File: src/rtl/pipeline_ctrl_pkg.sv
// rtl/pipeline_ctrl_pkg.sv - shared constants and state encoding for the pipeline sequencer
package pipeline_ctrl_pkg;

  localparam int DEF_RF_ADDR_W   = 4;
  localparam int DEF_CNT_W       = 16;
  localparam int DEF_MEM_TIMEOUT = 63;

  typedef enum logic {
    STATE_RUN      = 1'b0,
    STATE_MEM_WAIT = 1'b1
  } state_t;

endpackage

File: src/rtl/pipeline_ctrl_sat_counter.sv
// rtl/pipeline_ctrl_sat_counter.sv - event counter with sync clear that sticks at all-ones
module pipeline_ctrl_sat_counter #(
  parameter int WIDTH = 16
) (
  input  logic             clk,
  input  logic             rst,
  input  logic             clr,
  input  logic             inc,
  output logic [WIDTH-1:0] q
);

  always_ff @(posedge clk or posedge rst) begin
    if (rst) begin
      q <= '0;
    end else if (clr) begin
      q <= '0;
    end else if (inc && (q != {WIDTH{1'b1}})) begin
      q <= q + 1'b1;
    end
  end

endmodule

File: src/rtl/pipeline_ctrl.sv
// rtl/pipeline_ctrl.sv - freeze/flush sequencer for the 5-stage pipeline registers
module pipeline_ctrl
  import pipeline_ctrl_pkg::*;
#(
  parameter int RF_ADDR_W   = DEF_RF_ADDR_W,
  parameter int CNT_W       = DEF_CNT_W,
  parameter int MEM_TIMEOUT = DEF_MEM_TIMEOUT
) (
  input  logic                 clk,
  input  logic                 rst,
  input  logic                 forward_en,
  input  logic [RF_ADDR_W-1:0] id_src1,
  input  logic [RF_ADDR_W-1:0] id_src2,
  input  logic                 id_two_src,
  input  logic                 id_has_src1,
  input  logic [RF_ADDR_W-1:0] exe_dest,
  input  logic                 exe_wb_en,
  input  logic                 exe_mem_r_en,
  input  logic [RF_ADDR_W-1:0] mem_dest,
  input  logic                 mem_wb_en,
  input  logic                 b_taken,
  input  logic                 mem_req,
  input  logic                 mem_ready,
  input  logic                 cnt_clr,
  output logic                 freeze_if,
  output logic                 flush_if_id,
  output logic                 flush_id_ex,
  output logic                 freeze_all,
  output logic [CNT_W-1:0]     stall_cnt,
  output logic [CNT_W-1:0]     flush_cnt,
  output logic                 mem_timeout
);

  localparam int WAIT_W = $clog2(MEM_TIMEOUT + 1);
  localparam logic [WAIT_W-1:0] WAIT_MAX = WAIT_W'(MEM_TIMEOUT);

  state_t            state, state_nx;
  logic [WAIT_W-1:0] wait_cnt, wait_nx;
  logic              timeout_nx;
  logic              exe_qual, mem_qual;
  logic              src1_hit, src2_hit, hazard;

  // With forwarding, only a load in EX cannot be bypassed; MEM results always can.
  assign exe_qual = exe_wb_en & (~forward_en | exe_mem_r_en);
  assign mem_qual = mem_wb_en & ~forward_en;

  assign src1_hit = ((exe_dest == id_src1) & exe_qual) | ((mem_dest == id_src1) & mem_qual);
  assign src2_hit = ((exe_dest == id_src2) & exe_qual) | ((mem_dest == id_src2) & mem_qual);
  assign hazard   = (id_has_src1 & src1_hit) | (id_two_src & src2_hit);

  always_comb begin
    state_nx    = state;
    wait_nx     = wait_cnt;
    timeout_nx  = mem_timeout;
    freeze_all  = 1'b0;
    freeze_if   = 1'b0;
    flush_if_id = 1'b0;
    flush_id_ex = 1'b0;

    case (state)
      STATE_RUN: begin
        freeze_all = mem_req & ~mem_ready;
        if (freeze_all) state_nx = STATE_MEM_WAIT;
      end
      STATE_MEM_WAIT: begin
        if (mem_ready) begin
          state_nx = STATE_RUN;
          wait_nx  = '0;
        end else begin
          freeze_all = 1'b1;
          if (wait_cnt != WAIT_MAX) wait_nx = wait_cnt + 1'b1;
          if (wait_nx == WAIT_MAX) timeout_nx = 1'b1;
        end
      end
      default: state_nx = STATE_RUN;
    endcase

    // A pending branch or hazard simply waits out the memory freeze.
    if (freeze_all) begin
      freeze_if = 1'b1;
    end else if (b_taken) begin
      flush_if_id = 1'b1;
      flush_id_ex = 1'b1;
    end else if (hazard) begin
      freeze_if   = 1'b1;
      flush_id_ex = 1'b1;
    end
  end

  always_ff @(posedge clk or posedge rst) begin
    if (rst) begin
      state       <= STATE_RUN;
      wait_cnt    <= '0;
      mem_timeout <= 1'b0;
    end else begin
      state       <= state_nx;
      wait_cnt    <= wait_nx;
      mem_timeout <= timeout_nx;
    end
  end

  pipeline_ctrl_sat_counter #(.WIDTH(CNT_W)) u_stall_cnt (
    .clk (clk),
    .rst (rst),
    .clr (cnt_clr),
    .inc (freeze_if | freeze_all),
    .q   (stall_cnt)
  );

  pipeline_ctrl_sat_counter #(.WIDTH(CNT_W)) u_flush_cnt (
    .clk (clk),
    .rst (rst),
    .clr (cnt_clr),
    .inc (flush_if_id),
    .q   (flush_cnt)
  );

endmodule

File: config.mk
export PLATFORM = sky130hd
export DESIGN_NAME = pipeline_ctrl
export DESIGN_NICKNAME = d
export VERILOG_FILES = /design/src/rtl/pipeline_ctrl_pkg.sv /design/src/rtl/pipeline_ctrl_sat_counter.sv /design/src/rtl/pipeline_ctrl.sv
export SDC_FILE = /design/constraint.sdc
export NUM_CORES = 1
export LEC_CHECK = 0
export ABC_AREA = 1
export CORE_MARGIN = 2
export CORE_UTILIZATION = 40
export CTS_BUF_LIST = sky130_fd_sc_hd__clkbuf_8
export CTS_CLUSTER_SIZE = 8
export DETAILED_ROUTE_END_ITERATION = 16
export GPL_TIMING_DRIVEN = 0
export PLACE_DENSITY = 0.73
export SLEW_MARGIN = 20
export SYNTH_ARGS = -nofsm -noshare
export SYNTH_HDL_FRONTEND = slang
export SYNTH_HIERARCHICAL = 1
export SYNTH_SLANG_ARGS = --single-unit
File: constraint.sdc
create_clock -name clk -period 4.5 [get_ports clk]
set_input_delay 0.45 -clock clk [delete_from_list [all_inputs] [get_ports clk]]
set_output_delay 0.45 -clock clk [all_outputs]
set_load 0.01 [all_outputs]
==> results.json, run 1 <==
{
  "cts_hold_buf": 0,
  "ys_seq_area_share_pct": 34.0,
  "crit_path_max_incr_delay_ns": 0.56,
  "dieArea_sq_um": 8060,
  "syn_nets": 486,
  "drv_cap": 0,
  "fin_setup_tns_ns": 0,
  "synth_top_area_cell": "dfrtp_1",
  "synth_area_sq_um": 2940,
  "cp_max_fo": 3,
  "rows": 31,
  "hold_path.class": "reg2reg",
  "holdWs_ns": 0.480,
  "p_per_area_nw_per_um2": 195,
  "cts_resized": 0,
  "clock_sinks": 40,
  "first_pass_iters": 5,
  "drc": 0,
  "cp-start-kind": "input pin",
  "h-tree-depth": 2,
  "crit_start": "id_src2[3]",
  "grt_usage_pct": 19.3,
  "numPortBuffers": 64,
  "viasPerCell": 4.91,
  "start_util_pct": 41.0,
  "cp.depth": 12,
  "grt_pass1_vias": 2944,
  "ys_ff_latch": 40,
  "tritoncts": "yes",
  "grt_start_max_net_pins": 17,
  "cp_num_buf_inv": 3,
  "relSlewSlack_pct": 55.2,
  "tightest_slew_ns": 0.672,
  "r2r_start": "state",
  "ant_nets": 0,
  "hold_start": "mem_timeout",
  "critPathTopFamily": "buffers and inverters",
  "post-route-min-period_ns": 2.73,
  "synthTopCellsByCount": "184 x nand2_1, 60 x inv_1, 47 x nor2_1",
  "final_nets": 557,
  "drt-total-wl_mm": 7.52,
  "hold_depth": 2,
  "synth.top_cell.area_share_pct": 34.0,
  "vdd_drop_max_uv": 119,
  "clk_pin_slew_ns": 0.08,
  "grt_pass1_wl_mm": 13.1,
  "wl_per_cell_um": 12.0,
  "crit_top_cell": "nand2_1",
  "core_area_sq_um": 7180,
  "synthCells": 455,
  "fmax_ghz": 0.366,
  "die_w_um": 89.8,
  "power_w": 0.000738,
  "crit_chain": "clkdlybuf4s50_1, inv_1, nand2_1, o21ai_0, nor2_1, nand2_1, nand2_1, nand2_1, nand2_1, nand2_1, nand2_1, clkdlybuf4s50_1",
  "syn2layout_area_growth_pct": 28.6,
  "place_hpwl_mm": 5.75,
  "final_max_slew_viol_count": 0,
  "rsz0062_at_grt": "no",
  "required_ns": 4.05,
  "ys.flop_type": "dfrtp_1",
  "pin_count": 65,
  "endpoint_kind": "primary output",
  "hold_violations": 0,
  "slowest_stage": "clkdlybuf4s50_1",
  "async_flop_share_pct": 100,
  "die_height_um": 89.8,
  "synth_warnings": 6,
  "yosysUniqueCellTypes": 29,
  "antenna_found_initial": 0,
  "cts_root_buf": "clkbuf_8",
  "fin_skew_ns": 0.00644,
  "yosysMostFrequentCell": "nand2_1",
  "setup_viol": 0,
  "gp_congestion": 0.935,
  "clk_latency_ns": 0.29,
  "rr_worst_depth": 8,
  "cts_buffers": 5,
  "path_class": "in2out",
  "clockBufferDepth": 2,
  "p_leak_nw": 1.94,
  "num_vias": 3070,
  "antenna_cells": 0,
  "status": "completed",
  "fillerInstances": 663,
  "synthTopCellsByArea": "dfrtp_1 34%, nand2_1 23%, inv_1 7.6%",
  "post_cts_buffers": 0,
  "synth_edf_count": 0,
  "avgSynthCellArea_sq_um": 6.47,
  "drive_gt1_share_pct": 6.84,
  "overflow": 0,
  "cp.arrival_ns": 2.28,
  "fin_crit_sh_pct": 60.8,
  "drtIter0Drc": 219
}
## cell usage in the layout (no fill, tap or decap), drive strengths merged
| cell | netlist | layout |
|---|---|---|
| nor2 | 60 | 60 |
| dfrtp | 40 | 40 |
| buf | 6 | 6 |
| o211ai | 1 | 1 |
| xor2 | 6 | 6 |
| xnor2 | 7 | 7 |
| clkinv | 2 | 3 |
| nand3b | 4 | 4 |
| nand2 | 191 | 191 |
| a21oi | 2 | 2 |
| inv | 62 | 63 |
| o21ai | 12 | 12 |
| clkbuf | 0 | 5 |
| a22o | 1 | 1 |
| nand4 | 23 | 23 |
| clkdlybuf4s50 | 0 | 64 |
| nand3 | 30 | 30 |
| o22ai | 2 | 2 |
| ha | 3 | 3 |
| nor3 | 3 | 3 |
## final timing paths
check | end | slack [ns]
max reg2reg | u_flush_cnt/q[7] | 2.38
max | freeze_if | 1.77
min | mem_timeout | 0.48
min reg2reg | mem_timeout | 0.48
min in group asynchronous | wait_cnt[5] | 0.53
max in group asynchronous | u_stall_cnt/q[1] | 3.39
## worst reg2reg max path: stages (launching register included)
cell	delay, ns
dfrtp_1	0.43
o21ai_0	0.32
inv_1	0.12
nor2_1	0.24
inv_1	0.15
nor2_2	0.30
buf_2	0.29
nand4_1	0.12
nand2_1	0.10
## power breakdown
| part | total, W | internal [W] | switching (W) | leakage (nW) |
|---|---|---|---|---|
| logic | 0.000135 | 0.0000587 | 0.0000758 | 1.34 |
| clock network | 0.000227 | 0.000103 | 0.000124 | 0.0452 |
| registers | 0.000377 | 0.000367 | 0.00000966 | 0.548 |
## cell type report
| type | instances | area (sq um) | share of cell area, % |
|---|---|---|---|
| Sequential cell | 40 | 1000 | 26.4 |
| Inverter | 64 | 240 | 6.35 |
| Buffer | 6 | 40.0 | 1.06 |
| Clock inverter | 2 | 8.76 | 0.231 |
| Multi-Input combinational cell | 345 | 1660 | 43.9 |
| Timing Repair Buffer | 64 | 641 | 16.9 |
| Clock buffer | 5 | 68.8 | 1.82 |
| Tap cell | 99 | 124 | 3.27 |
## through the flow
step | setup WS, ns | instance area (sq um) | util (%) | cells
6_report | 1.77 | 3790 | 52.8 | 625
5_1_grt | 1.65 | 3790 | 52.8 | 625
4_1_cts | 1.78 | 3790 | 52.8 | 625
3_5_place_dp | 1.79 | 3710 | 51.7 | 618
3_3_place_gp | 1.78 | 3710 | 51.7 | 618
2_1_floorplan | 2.63 | 2940 | - | 455
## cells by family (layout without fill, tap and decap cells)
kind of cell / Yosys count / count (layout) / share of synthesized area [%]
AND/OR/NAND/NOR: 311 / 311 / 47.7
buffers and inverters: 70 / 141 / 9.52
flip-flops: 40 / 40 / 34.0
AO/OA/AOI/OAI: 18 / 18 / 3.66
XOR/XNOR: 13 / 13 / 3.87
adder cells (fa/ha/maj): 3 / 3 / 1.28
## sequential cells by signal, summed over array words and instances, names as in the netlist
| name | cells |
|---|---|
| u_stall_cnt/q | 16 |
| mem_timeout | 1 |
| state | 1 |
| wait_cnt | 6 |
| u_flush_cnt/q | 16 |
## metal layers
metal	up-vias	track usage (%)	wire [um]
met3	9	3.02	355
met4	0	6.28	91
met1	1419	25.5	3490
li1	1558	-	-
met2	84	32.4	3580
met5	-	0	0
No activity file was read; power rests on OpenSTA's default activity.
==> run 2, diff against run 1 <==
- PLACE_DENSITY: 0.73 -> 0.75
- clock period: 4.5 -> 2.45 ns (I/O delays scaled with it)
==> results.json, run 2 (same netlist as run 1, synthesis figures left out) <==
{
  "status": "completed",
  "required_ns": 2.20,
  "crit_chain": "clkdlybuf4s50_1, inv_1, nand2_1, nand2_1, nor2_1, nand3_1, nand2_1, nand2_1, nand2_1, nand2_1, nand2_1, clkdlybuf4s50_1",
  "dieArea_sq_um": 8060,
  "drv_cap": 0,
  "fin_skew_ns": 0.0132,
  "layout_setup_ws_ns": 0.229,
  "final_nets": 557,
  "core_area_sq_um": 7180,
  "cp_num_buf_inv": 3,
  "first_pass_iters": 5,
  "rsz0062_at_grt": "no",
  "grt_start_max_net_pins": 17,
  "endpoint_kind": "primary output",
  "dp_slack_ns": 0.0223,
  "fin_setup_tns_ns": 0,
  "numPortBuffers": 64,
  "clk_latency_ns": 0.30,
  "tritoncts": "yes",
  "pin_count": 65,
  "num_vias": 3109,
  "slowest_stage": "clkdlybuf4s50_1",
  "critPathTopFamily": "buffers and inverters",
  "grt_pass1_wl_mm": 13.1,
  "viasPerCell": 4.97,
  "crit_path_max_incr_delay_ns": 0.55,
  "die_w_um": 89.8,
  "fmax_ghz": 0.450,
  "cts_root_buf": "clkbuf_8",
  "grt_pass1_vias": 2963,
  "setup_viol": 0,
  "final_util_pct": 53.3,
  "cts_buffers": 5,
  "layout_commonest_cell": "nand2_1",
  "place_hpwl_mm": 5.79,
  "p_per_area_nw_per_um2": 393,
  "hold_violations": 0,
  "antenna_cells": 0,
  "h-tree-depth": 2,
  "vdd_drop_max_uv": 210,
  "crit_top_cell": "nand2_1",
  "cp_max_fo": 3,
  "fin_crit_sh_pct": 90.6,
  "path_class": "in2out",
  "syn2layout_area_growth_pct": 30.0,
  "start_util_pct": 41.0,
  "final_max_slew_viol_count": 0,
  "fillerInstances": 686,
  "ant_nets": 0,
  "clock_sinks": 40,
  "gp_congestion": 0.902,
  "tightest_slew_ns": 0.654,
  "grt_usage_pct": 19.2,
  "p_leak_nw": 1.96,
  "reg_top3": "u_flush_cnt/q (16), u_stall_cnt/q (16), wait_cnt (6)",
  "drive_gt1_share_pct": 7.21,
  "post-route-min-period_ns": 2.22,
  "hold_path.class": "in2async",
  "rows": 31,
  "antenna_found_initial": 0,
  "post_cts_buffers": 0,
  "overflow": 0,
  "clockBufferDepth": 2,
  "cp-start-kind": "input pin",
  "cts_hold_buf": 0,
  "clk_pin_slew_ns": 0.09,
  "cp.arrival_ns": 1.98,
  "drt-total-wl_mm": 7.53,
  "drc": 0,
  "layout_common_cells": "184 x nand2_1, 63 x clkdlybuf4s50_1, 60 x inv_1, 47 x nor2_1, 40 x dfrtp_1",
  "die_height_um": 89.8,
  "cts_resized": 0,
  "wl_per_cell_um": 12.0,
  "drtIter0Drc": 211,
  "relSlewSlack_pct": 56.4,
  "holdWs_ns": 0.288
}
[run 2: cell count changes in the layout (fill, tap and decap cells not counted)]
cell             before  now
bufinv_16             0    1
clkdlybuf4s50_1      64   63
clkinv_2              1    0
clkinvlp_4            0    1
dlymetal6s2s_1        0    1
inv_1                61   60
inv_6                 0    1
o21ai_0               8    7
o21ai_1               2    3
[run 2: layout make-up]
type                       count  area [sq um]  area share, %
clock buffer                   5          68.8           1.80
tap                           99           124           3.24
multi-input combinational    345          1660           43.5
clock inverter                 3          46.3           1.21
timing repair buffer          64           643           16.8
sequential                    40          1000           26.2
inverter                      64           240           6.28
buffer                         6          40.0           1.05
[run 2: per-stage QoR]
stage	cell area, sq um	instances	power [W]
after detailed placement	3710	618	0.000954
after floorplan	2940	455	0.000839
after global routing	3830	626	0.00158
final	3830	626	0.00150
after CTS	3820	626	0.00152
after global placement	3710	618	0.000947
[run 2: final timing paths]
check,from,endpoint,slack (ns),cells past startpoint
max,id_src1[1],flush_id_ex,0.23,12
max reg2reg,state,u_flush_cnt/q[13],0.51,8
min,rst,mem_timeout,0.29,2
min reg2reg,mem_timeout,mem_timeout,0.47,2
max in group asynchronous,rst,u_flush_cnt/q[0],1.59,2
min in group clk,mem_timeout,mem_timeout,0.47,2
[run 2: worst reg2reg max path, cell delays in order, from the launching register on]
cell	delay, ns
dfrtp_1	0.43
o21ai_1	0.24
inv_1	0.10
nor2_1	0.23
inv_1	0.15
nor2_2	0.26
buf_2	0.28
nand4_1	0.12
nand2_1	0.09
[run 2: per-layer routing]
metal | track usage (%) | share of wire [%] | routed length [um] | up-vias
met5 | 0 | 0 | 0 | -
li1 | - | - | - | 1564
met3 | 4.27 | 5.6 | 420 | 10
met1 | 25.0 | 44 | 3300 | 1420
met2 | 32.4 | 49 | 3710 | 115
met4 | 5.13 | 1.3 | 97 | 0
[run 2: where the power goes]
part / switching [W] / internal [W]
Clock: 0.000256 / 0.000307
Sequential: 0.0000182 / 0.000675
Combinational: 0.000140 / 0.000108
Total: 0.000415 / 0.00109
